==> src/rtl/icache_pkg.sv <==
// Shared types and constants for the direct-mapped instruction cache:
// FSM states, address field widths and the refill address helper.
package icache_pkg;

  localparam int ADDR_W   = 16;
  localparam int WORD_W   = 16;
  localparam int OFFSET_W = 2;
  localparam int INDEX_W  = 5;
  localparam int LINE_W   = ADDR_W - OFFSET_W - 1;
  localparam int TAG_W    = LINE_W - INDEX_W;

  typedef enum logic [2:0] {
    S_IDLE,
    S_FILL0,
    S_FILL1,
    S_FILL2,
    S_FILL3,
    S_DONE
  } state_t;

  // line = {tag, index}; k = word within the line
  function automatic logic [ADDR_W-1:0] fill_addr(
    input logic [LINE_W-1:0]   line,
    input logic [OFFSET_W-1:0] k
  );
    return {line, k, 1'b0};
  endfunction

endpackage

==> src/rtl/icache_line_store.sv <==
// Valid/tag/data arrays for the cache: one combinational read port
// (index -> valid, tag, whole line) and one write port (word write,
// set-valid with tag, clear-valid). Valid bits clear on i_rst.
module icache_line_store #(
  parameter int INDEX_W  = icache_pkg::INDEX_W,
  parameter int TAG_BITS = icache_pkg::TAG_W,
  parameter int WORDS    = 4
) (
  input  logic                         i_clk,
  input  logic                         i_rst,
  input  logic [INDEX_W-1:0]           i_rd_index,
  output logic                         o_rd_valid,
  output logic [TAG_BITS-1:0]          o_rd_tag,
  output logic [WORDS*16-1:0]          o_rd_line,
  input  logic                         i_wr_en,
  input  logic [INDEX_W-1:0]           i_wr_index,
  input  logic [1:0]                   i_wr_word,
  input  logic [15:0]                  i_wr_data,
  input  logic                         i_set_valid,
  input  logic [TAG_BITS-1:0]          i_set_tag,
  input  logic                         i_clr_valid,
  input  logic [INDEX_W-1:0]           i_clr_index
);
  import icache_pkg::*;

  localparam int LINES = 1 << INDEX_W;

  logic [LINES-1:0]    r_valid;
  logic [TAG_BITS-1:0] r_tag  [LINES];
  logic [WORD_W-1:0]   r_data [LINES][WORDS];

  always_ff @(posedge i_clk) begin
    if (i_rst) begin
      r_valid <= '0;
    end else begin
      if (i_clr_valid) r_valid[i_clr_index] <= 1'b0;
      if (i_set_valid) r_valid[i_wr_index]  <= 1'b1;
    end
  end

  always_ff @(posedge i_clk) begin
    if (i_wr_en)     r_data[i_wr_index][i_wr_word] <= i_wr_data;
    if (i_set_valid) r_tag[i_wr_index] <= i_set_tag;
  end

  assign o_rd_valid = r_valid[i_rd_index];
  assign o_rd_tag   = r_tag[i_rd_index];

  always_comb begin
    o_rd_line = '0;
    for (int w = 0; w < WORDS; w++)
      o_rd_line[w*WORD_W +: WORD_W] = r_data[i_rd_index][w];
  end

endmodule

==> src/rtl/icache_direct.sv <==
// Direct-mapped read-only instruction cache: same-cycle hits, 4-word
// line refill on miss. Ports: fetch side (Addr/Rd -> DataOut/Done/
// Stall/CacheHit/err) and memory side (mem_rd/mem_addr <- mem_data/
// mem_valid/mem_err). Outputs are forced low while rst is high.
module icache_direct #(
  parameter int INDEX_W = 5,
  parameter int WORDS   = 4
) (
  input  logic        clk,
  input  logic        rst,
  input  logic [15:0] Addr,
  input  logic        Rd,
  output logic [15:0] DataOut,
  output logic        Done,
  output logic        Stall,
  output logic        CacheHit,
  output logic        err,
  output logic        mem_rd,
  output logic [15:0] mem_addr,
  input  logic [15:0] mem_data,
  input  logic        mem_valid,
  input  logic        mem_err
);
  import icache_pkg::*;

  localparam int TAG_BITS = LINE_W - INDEX_W;

  state_t              r_state;
  logic [LINE_W-1:0]   r_req_line;
  logic [OFFSET_W-1:0] r_req_off;
  logic                r_fill_err;

  logic [TAG_BITS-1:0] w_addr_tag;
  logic [TAG_BITS-1:0] w_req_tag;
  logic [TAG_BITS-1:0] w_line_tag;
  logic [INDEX_W-1:0]  w_addr_idx;
  logic [INDEX_W-1:0]  w_req_idx;
  logic [INDEX_W-1:0]  w_idx;
  logic [WORDS*16-1:0] w_line;
  logic [WORD_W-1:0]   w_word;
  logic [OFFSET_W-1:0] w_off;
  logic [OFFSET_W-1:0] w_k;
  logic                w_line_valid;
  logic                w_idle;
  logic                w_fill;
  logic                w_hit;
  logic                w_miss;
  logic                w_wr_en;
  logic                w_set_valid;
  logic                w_clr_valid;

  assign w_addr_tag = Addr[15 -: TAG_BITS];
  assign w_addr_idx = Addr[3 +: INDEX_W];
  assign w_req_tag  = r_req_line[LINE_W-1 -: TAG_BITS];
  assign w_req_idx  = r_req_line[INDEX_W-1:0];

  assign w_idle = (r_state == S_IDLE);
  assign w_fill = (r_state == S_FILL0) || (r_state == S_FILL1) ||
                  (r_state == S_FILL2) || (r_state == S_FILL3);

  // Lookups use the live PC in IDLE, the latched request otherwise.
  assign w_idx  = w_idle ? w_addr_idx : w_req_idx;
  assign w_off  = w_idle ? Addr[2:1] : r_req_off;
  assign w_word = w_line[{w_off, 4'b0000} +: WORD_W];

  assign w_hit  = w_line_valid && (w_line_tag == w_addr_tag);
  assign w_miss = w_idle && Rd && !Addr[0] && !w_hit;

  always_comb begin
    case (r_state)
      S_FILL1: w_k = 2'd1;
      S_FILL2: w_k = 2'd2;
      S_FILL3: w_k = 2'd3;
      default: w_k = 2'd0;
    endcase
  end

  // The victim line is invalidated when its refill starts, so a
  // refill that ends in error never leaves stale words marked valid.
  assign w_wr_en     = !rst && w_fill && mem_valid;
  assign w_set_valid = !rst && (r_state == S_DONE) && !r_fill_err;
  assign w_clr_valid = !rst && w_miss;

  icache_line_store #(
    .INDEX_W  (INDEX_W),
    .TAG_BITS (TAG_BITS),
    .WORDS    (WORDS)
  ) u_store (
    .i_clk       (clk),
    .i_rst       (rst),
    .i_rd_index  (w_idx),
    .o_rd_valid  (w_line_valid),
    .o_rd_tag    (w_line_tag),
    .o_rd_line   (w_line),
    .i_wr_en     (w_wr_en),
    .i_wr_index  (w_req_idx),
    .i_wr_word   (w_k),
    .i_wr_data   (mem_data),
    .i_set_valid (w_set_valid),
    .i_set_tag   (w_req_tag),
    .i_clr_valid (w_clr_valid),
    .i_clr_index (w_addr_idx)
  );

  always_ff @(posedge clk) begin
    if (rst) begin
      r_state    <= S_IDLE;
      r_req_line <= '0;
      r_req_off  <= '0;
      r_fill_err <= 1'b0;
    end else begin
      case (r_state)
        S_IDLE: begin
          if (w_miss) begin
            r_req_line <= Addr[15:3];
            r_req_off  <= Addr[2:1];
            r_state    <= S_FILL0;
          end
        end
        S_FILL0: begin
          if (mem_valid) begin
            r_fill_err <= r_fill_err | mem_err;
            r_state    <= S_FILL1;
          end
        end
        S_FILL1: begin
          if (mem_valid) begin
            r_fill_err <= r_fill_err | mem_err;
            r_state    <= S_FILL2;
          end
        end
        S_FILL2: begin
          if (mem_valid) begin
            r_fill_err <= r_fill_err | mem_err;
            r_state    <= S_FILL3;
          end
        end
        S_FILL3: begin
          if (mem_valid) begin
            r_fill_err <= r_fill_err | mem_err;
            r_state    <= S_DONE;
          end
        end
        S_DONE: begin
          r_fill_err <= 1'b0;
          r_state    <= S_IDLE;
        end
        default: r_state <= S_IDLE;
      endcase
    end
  end

  always_comb begin
    DataOut  = '0;
    Done     = 1'b0;
    Stall    = 1'b0;
    CacheHit = 1'b0;
    err      = 1'b0;
    mem_rd   = 1'b0;
    mem_addr = '0;
    if (!rst) begin
      case (r_state)
        S_IDLE: begin
          if (Rd) begin
            if (Addr[0]) begin
              err  = 1'b1;
              Done = 1'b1;
            end else if (w_hit) begin
              Done     = 1'b1;
              CacheHit = 1'b1;
              DataOut  = w_word;
            end else begin
              Stall = 1'b1;
            end
          end
        end
        S_FILL0, S_FILL1, S_FILL2, S_FILL3: begin
          mem_rd   = 1'b1;
          mem_addr = fill_addr(r_req_line, w_k);
          Stall    = 1'b1;
        end
        S_DONE: begin
          Done    = 1'b1;
          DataOut = w_word;
          err     = r_fill_err;
        end
        default: ;
      endcase
    end
  end

endmodule

==> config.mk <==
export PLATFORM = sky130hd
export DESIGN_NAME = icache_direct
export DESIGN_NICKNAME = d
export VERILOG_FILES = /design/src/rtl/icache_pkg.sv /design/src/rtl/icache_line_store.sv /design/src/rtl/icache_direct.sv
export SDC_FILE = /design/constraint.sdc
export NUM_CORES = 2
export LEC_CHECK = 0
export CORE_MARGIN = 8
export CORE_UTILIZATION = 50
export DETAILED_ROUTE_END_ITERATION = 8
export PLACE_DENSITY_LB_ADDON = 0.3
export SYNTH_ARGS = -nofsm -noshare
export SYNTH_HDL_FRONTEND = slang
export SYNTH_SLANG_ARGS = --single-unit
==> constraint.sdc <==
create_clock -name clk -period 5.4 [get_ports clk]
set_input_delay 0.54 -clock clk [delete_from_list [all_inputs] [get_ports clk]]
set_output_delay 0.54 -clock clk [all_outputs]
set_load 0.005 [all_outputs]
# ---- Word-level counts from Yosys, hierarchy flattened
# Memories as Yosys holds them, arrays and structs flattened.
# Cells that the tools add are included.
dict set report op_classes {
  eq_ne 12
  n_bitwise 5
  n_mul 0
  muxes 53
  reduce_logical 25
  n_div 0
  n_shift 1
  n_lt_le_gt_ge 7
  n_addsub 0
}
# operator n
set op_table {}
lappend op_table {{16-bit two-way mux} 7}
lappend op_table {{32-bit two-way mux} 3}
lappend op_table {{64-bit two-way mux} 1}
lappend op_table {{64-bit by 7-bit indexed part select with 16-bit output} 1}
lappend op_table {{32-bit bitwise AND} 1}
lappend op_table {{16-bit demux with 2-bit select} 1}
lappend op_table {{32-bit NOT} 1}
lappend op_table {{32-bit OR} 1}
lappend op_table {{16-bit case mux with 2 select lines} 1}
lappend op_table {{1-bit two-way mux} 24}
lappend op_table {{5-bit by 6-bit < comparator with 1-bit output (second input constant)} 3}
lappend op_table {{3-bit two-way mux} 5}
lappend op_table {{3-bit case mux with 5 select lines} 1}
lappend op_table {{1-bit logical AND} 12}
lappend op_table {{1-bit demux with 5-bit select} 2}
lappend op_table {{5-bit by 1-bit greater-or-equal comparator with 1-bit output (second input constant)} 2}
lappend op_table {{8-bit equality test} 1}
lappend op_table {{2-bit != test (second input constant)} 4}
lappend op_table {{1-bit case mux with 2 select lines} 4}
lappend op_table {{3-bit by 2-bit equality test with 1-bit output (second input constant)} 2}
lappend op_table {{3-bit equality test (second input constant)} 2}
lappend op_table {{2-bit case mux with 3 select lines} 1}
lappend op_table {{1-bit binary-select mux with 5-bit select} 1}
lappend op_table {{5-bit two-way mux} 1}
lappend op_table {{other kinds (14)} 21}
dict set report word_totals {
  word_cells 110
  memories 2
  ram_bits 2304
  romBits 0
  in_bits 37
  latch_bits 0
  register_bits 51
  out_inout_bits 37
}
# name depth width rd rd_ports_with_merged_regs write_ports line_no
set mem_list {}
lappend mem_list {u_store.r_data 32 64 1 0 1 icache_line_store.sv:30} ;# logic [WORD_W-1:0] r_data [LINES][WORDS];
lappend mem_list {u_store.r_tag 32 8 1 0 1 icache_line_store.sv:29} ;# logic [TAG_BITS-1:0] r_tag [LINES];

# ---- Depth between registers and ports, before layout
dict set report logic_depth {
  ltp_word 12
  ltp_mapped 19
  depth_no_buf 10
}

# ---- Cells and area by module
# Synthesis repeated with hierarchy kept, for this count alone.
dict set report hier_totals {
  hier_cells 4204
  hier_area_um2 90324.1
}
# module cells_each seq_area_each_um2 instances area_each_um2
set modules_own_cells {}
lappend modules_own_cells {icache_line_store 4021 69827.0 1 88566.2}
lappend modules_own_cells {icache_direct 183 380.4 1 1757.9}

# ---- Worst setup path after synthesis
# OpenSTA, ideal clock, no wires.
dict set report synth_timing {
  path_kind {input-to-output}
  from {input port Addr[3]}
  to {output port DataOut[14]}
  n_path_buf 3
  stages 13
  t_arrival_ps 3298
  t_required_ps 4860
  path_slack_ps 1562
  cell_sequence {or4b_4 -> buf_2 -> and3_1 -> a211oi_1 -> a31oi_1 -> a32o_1 -> or4_1 -> a211oi_1 -> and4_1 -> buf_6 -> a21oi_2 -> buf_6 -> nor3_1}
}
dict set report synth_via {
  elab_chain_cells 9
  elab_cells_between_ends 13
  cone_classes {1 x eq/ne; 1 x shift; 8 x mux; 1 x reduce/logical; 2 x memory}
}
# item line_no
set synth_lines {}
lappend synth_lines {{from (decl)} icache_direct.sv:11} ;# input logic [15:0] Addr,
lappend synth_lines {{5-bit two-way mux *} icache_direct.sv:62} ;# assign w_idx = w_idle ? w_addr_idx : w_req_idx;
lappend synth_lines {{parallel branches: the longest is 6 deep, another holds memory read 32 x 64 bit} --}
lappend synth_lines {{16-bit case mux with 2 select lines *} icache_direct.sv:162} ;# case (r_state)
lappend synth_lines {{16-bit two-way mux *} icache_direct.sv:161} ;# if (!rst) begin
lappend synth_lines {{to (decl)} icache_direct.sv:13} ;# output logic [15:0] DataOut,
# Every way passes the cells marked *. The select of a mux whose other input is x is not followed.

# ---- Final worst setup path
dict set report layout_timing {
  from {register r_state[1]}
  to {output port DataOut[13]}
}
dict set report layout_via {
  elab_chain_cells 10
  elab_cells_between_ends 16
  cone_classes {2 x eq/ne; 1 x shift; 9 x mux; 2 x reduce/logical; 2 x memory}
}
# item line_no
set layout_lines {}
lappend layout_lines {{from (decl)} icache_direct.sv:28} ;# state_t r_state;
lappend layout_lines {{from (signal assigned)} icache_direct.sv:107} ;# r_state <= S_IDLE;
lappend layout_lines {{from (signal assigned)} icache_direct.sv:117} ;# r_state <= S_FILL0;
lappend layout_lines {{from (signal assigned)} icache_direct.sv:123} ;# r_state <= S_FILL1;
lappend layout_lines {{parallel branches: the longest is 8 deep, another holds memory read 32 x 64 bit} --}
lappend layout_lines {{16-bit case mux with 2 select lines *} icache_direct.sv:162}
lappend layout_lines {{16-bit two-way mux *} icache_direct.sv:161}
# Marked as above.

==> metrics.cfg <==
[layout]
mostFrequentLayoutCells=edfxtp_1, nand2_1, buf_4
layout-drive-gt1-share_pct=17.7
layout_commonest_cell=edfxtp_1
nets=7722
fillers=14300
area_growth_pct=19.0
stdcell_area_sq_mm=0.115

[route]
via_count=68415
final_antenna_net_count=0
finalWirelength_um=314000
drtPass1Iterations=7
drc=0
drtIter0Drc=10320
routedWlPerCell_um=30.2
via_per_inst=6.57

[sta]
max_slew_margin_pct=5.72
fin_skew_ns=0.0258
hold_violations=0
layout_setup_ws_ns=-0.106
fin_crit_sh_pct=102
max_freq_mhz=182
finalSetupTns_ns=-0.304
worst_slew_pin_slew_ns=1.41
fin_crit_ns=5.51
rsz0062_at_grt=yes
finalSetupViolCount=9
slew_viol_final=0
whs_ns=0.0941

[worst_setup_path]
crit_path_end_kind=primary output
critPathLaunchType=register
crit_arrival_ns=4.97
required_ns=4.86
critPathMaxFanout=18
criticalPathCategory=register to primary output

[worst_hold_path]
hold_class=input pin to register

[clock_tree]
ctsRootBufferMaster=clkbuf_16
clk_latency_ns=0.90
cts-buffers-inserted=226
h-tree-depth=4
clock-sinks=2355
cts_buffer_depth=3
tritoncts=done
clkTransAtPathRegs_ns=0.06

[logic_synthesis]
synth_xor_area_share_pct=0.0272
yosys.area.top_type=edfxtp_1
syn_area_sq_mm=0.0966
yosysTopAreaCellShare_pct=71.6
synth.mux.area_fraction_pct=1.22
yosys_warnings=0
synth-compound-area-share_pct=9.94
ys_ff_latch=2355
yosys_most_used_dff=edfxtp_1
yosys.area_share.simple_pct=13.3
syn-num-nets=7188
netlist_instances=7151
ys_async_sr_fraction_pct=0
avgSynthCellArea_sq_um=13.5
ys_types=82
ys_top_cells_by_area=edfxtp_1, nand2_1, a311oi_1
synth_top_family_by_area=simple AND/OR/NAND/NOR gates
synth_edf_count=2304
ys_seq_area_share_pct=72.6
synth_fa_ha_area_share_pct=0

[floorplanning]
die_w_um=456
io_pins=74
coreArea_sq_mm=0.192
dieArea_sq_mm=0.208
die_h_um=456
start_util_pct=50.2
rows=161

[power_and_ir_drop]
switching_share_pct=25.7
pwr-share-seq_pct=48.0
p_sw_mw=10.8
p_leak_nw=39.2
vdd_drop_max_v=0.000327
internal_power_mw=31.1
p_clk_share_pct=37.5
combPwrFrac_pct=14.6
p_per_area_mw_per_mm2=364

[grt]
grt_start_max_net_pins=105
grt_pass1_wl_um=448000
antenna_found_initial=16
grt_pass1_vias=64778
grt_overflow_total=0
track_usage_pct=28.8

[outcome]
violations=negative setup slack
status=finished, violations left

[placed_design]
port_buffers=72
gp_congestion=0.926
placed_area_sq_mm=0.104
dp_hpwl_um=180000
pre_cts_slack_ns=-0.743

[job]
drv_cap=0

worst paths after layout:
kind	end	startpoint	depth (start not counted)	slack, ns
max	DataOut[13]	r_state[1]$_SDFFE_PP0P_	17	-0.11
min	u_store.r_data[31][41]$_DFFE_PP_	mem_data[9]	1	0.09
max reg2reg	r_req_line[6]$_SDFFE_PP0P_	r_state[1]$_SDFFE_PP0P_	16	1.07
min reg2reg	u_store.r_valid[24]$_SDFF_PP0_	u_store.r_valid[24]$_SDFF_PP0_	2	0.47
worst max-delay path: stages (launching register included):
cell and delay (ns):
dfxtp_4 0.38, buf_12 0.15, or4b_4 0.57, buf_12 0.16
nand2_8 0.12, buf_4 0.19, buf_12 0.17, a311oi_1 0.11
a211o_1 0.26, or4_4 0.44, a211oi_4 0.30, and4_4 0.33
a21oi_4 0.11, buf_12 0.19, buf_4 0.14, a211oi_2 0.14
buf_4 0.15, buf_12 0.11
flip-flops by register name (all words and copies together), names as in the netlist:
| signal | flops |
|---|---|
| u_store.r_data | 2048 |
| u_store.r_tag | 256 |
| u_store.r_valid | 32 |
| r_req_line | 13 |
| r_state | 3 |
| r_req_off | 2 |
| r_fill_err | 1 |
Yosys cell counts, drive strengths merged, types with 7 or more instances:
cell	number
a2111oi	8
a211oi	400
a21oi	163
a221oi	12
a311oi	455
a31oi	58
a32oi	15
and2	17
and3	500
buf	262
clkbuf	335
dfxtp	51
edfxtp	2304
inv	38
mux2	16
mux2i	91
nand2	1459
nand2b	37
nand3	173
nand4	11
nor2	205
nor2b	15
nor3	291
nor4	34
o21ai	43
o22ai	20
o31ai	8
o32ai	31
or2	7
or4	7
routing by layer:
| layer | GRT usage (%) | part of all wire (%) | vias up |
|---|---|---|---|
| li1 | - | - | 28732 |
| met5 | 0.275 | 0.046 | - |
| met3 | 6.35 | 12 | 924 |
| met1 | 38.9 | 37 | 33900 |
| met2 | 43.4 | 44 | 4847 |
| met4 | 16.1 | 6.2 | 12 |
final cells by class:
type                            instances  area, sq um  share of cell area (%)
Antenna cell                           10         25.0                  0.0218
Sequential cell                      2355        70200                    61.1
Tap cell                             2526         3160                    2.75
Multi-Input combinational cell       4162        24800                    21.6
Timing Repair Buffer                  902         9400                    8.17
Clock buffer                          299         6040                    5.26
Clock inverter                        122         1190                    1.04
Inverter                               38          143                   0.124
stage by stage:
stage / util [%] / total power [mW] / cells
2_1_floorplan: - / 23.0 / 7151
3_3_place_gp: 54.1 / 25.6 / 9825
3_5_place_dp: 54.1 / 25.6 / 9825
4_1_cts: 59.4 / 41.6 / 10377
5_1_grt: 59.8 / 42.8 / 10405
6_report: 59.8 / 41.9 / 10414
power groups by stage:
stage	logic [mW]	clock network (mW)	registers [mW]
after floorplan	2.55	0	20.5
after global placement	5.09	0	20.5
after detailed placement	5.16	0	20.5
after CTS	5.79	15.7	20.1
after global routing	6.32	16.4	20.1
final	6.09	15.7	20.1
cell families after synthesis:
kind of cell / count (synthesis)
other: 1
multiplexers: 111
buffers and inverters: 636
XOR/XNOR: 3
flip-flops: 2355
AO/OA/AOI/OAI: 1262
AND/OR/NAND/NOR: 2783
repair_timing:
item                       CTS  global route
pin swaps                   87            42
hold buffers                 1             0
hold endpoints to repair     8             0
setup endpoints to repair   19            18
buffers inserted           107            24
gates cloned                30             6
resized for setup          264           108
No activity file was read; power rests on OpenSTA's default activity.
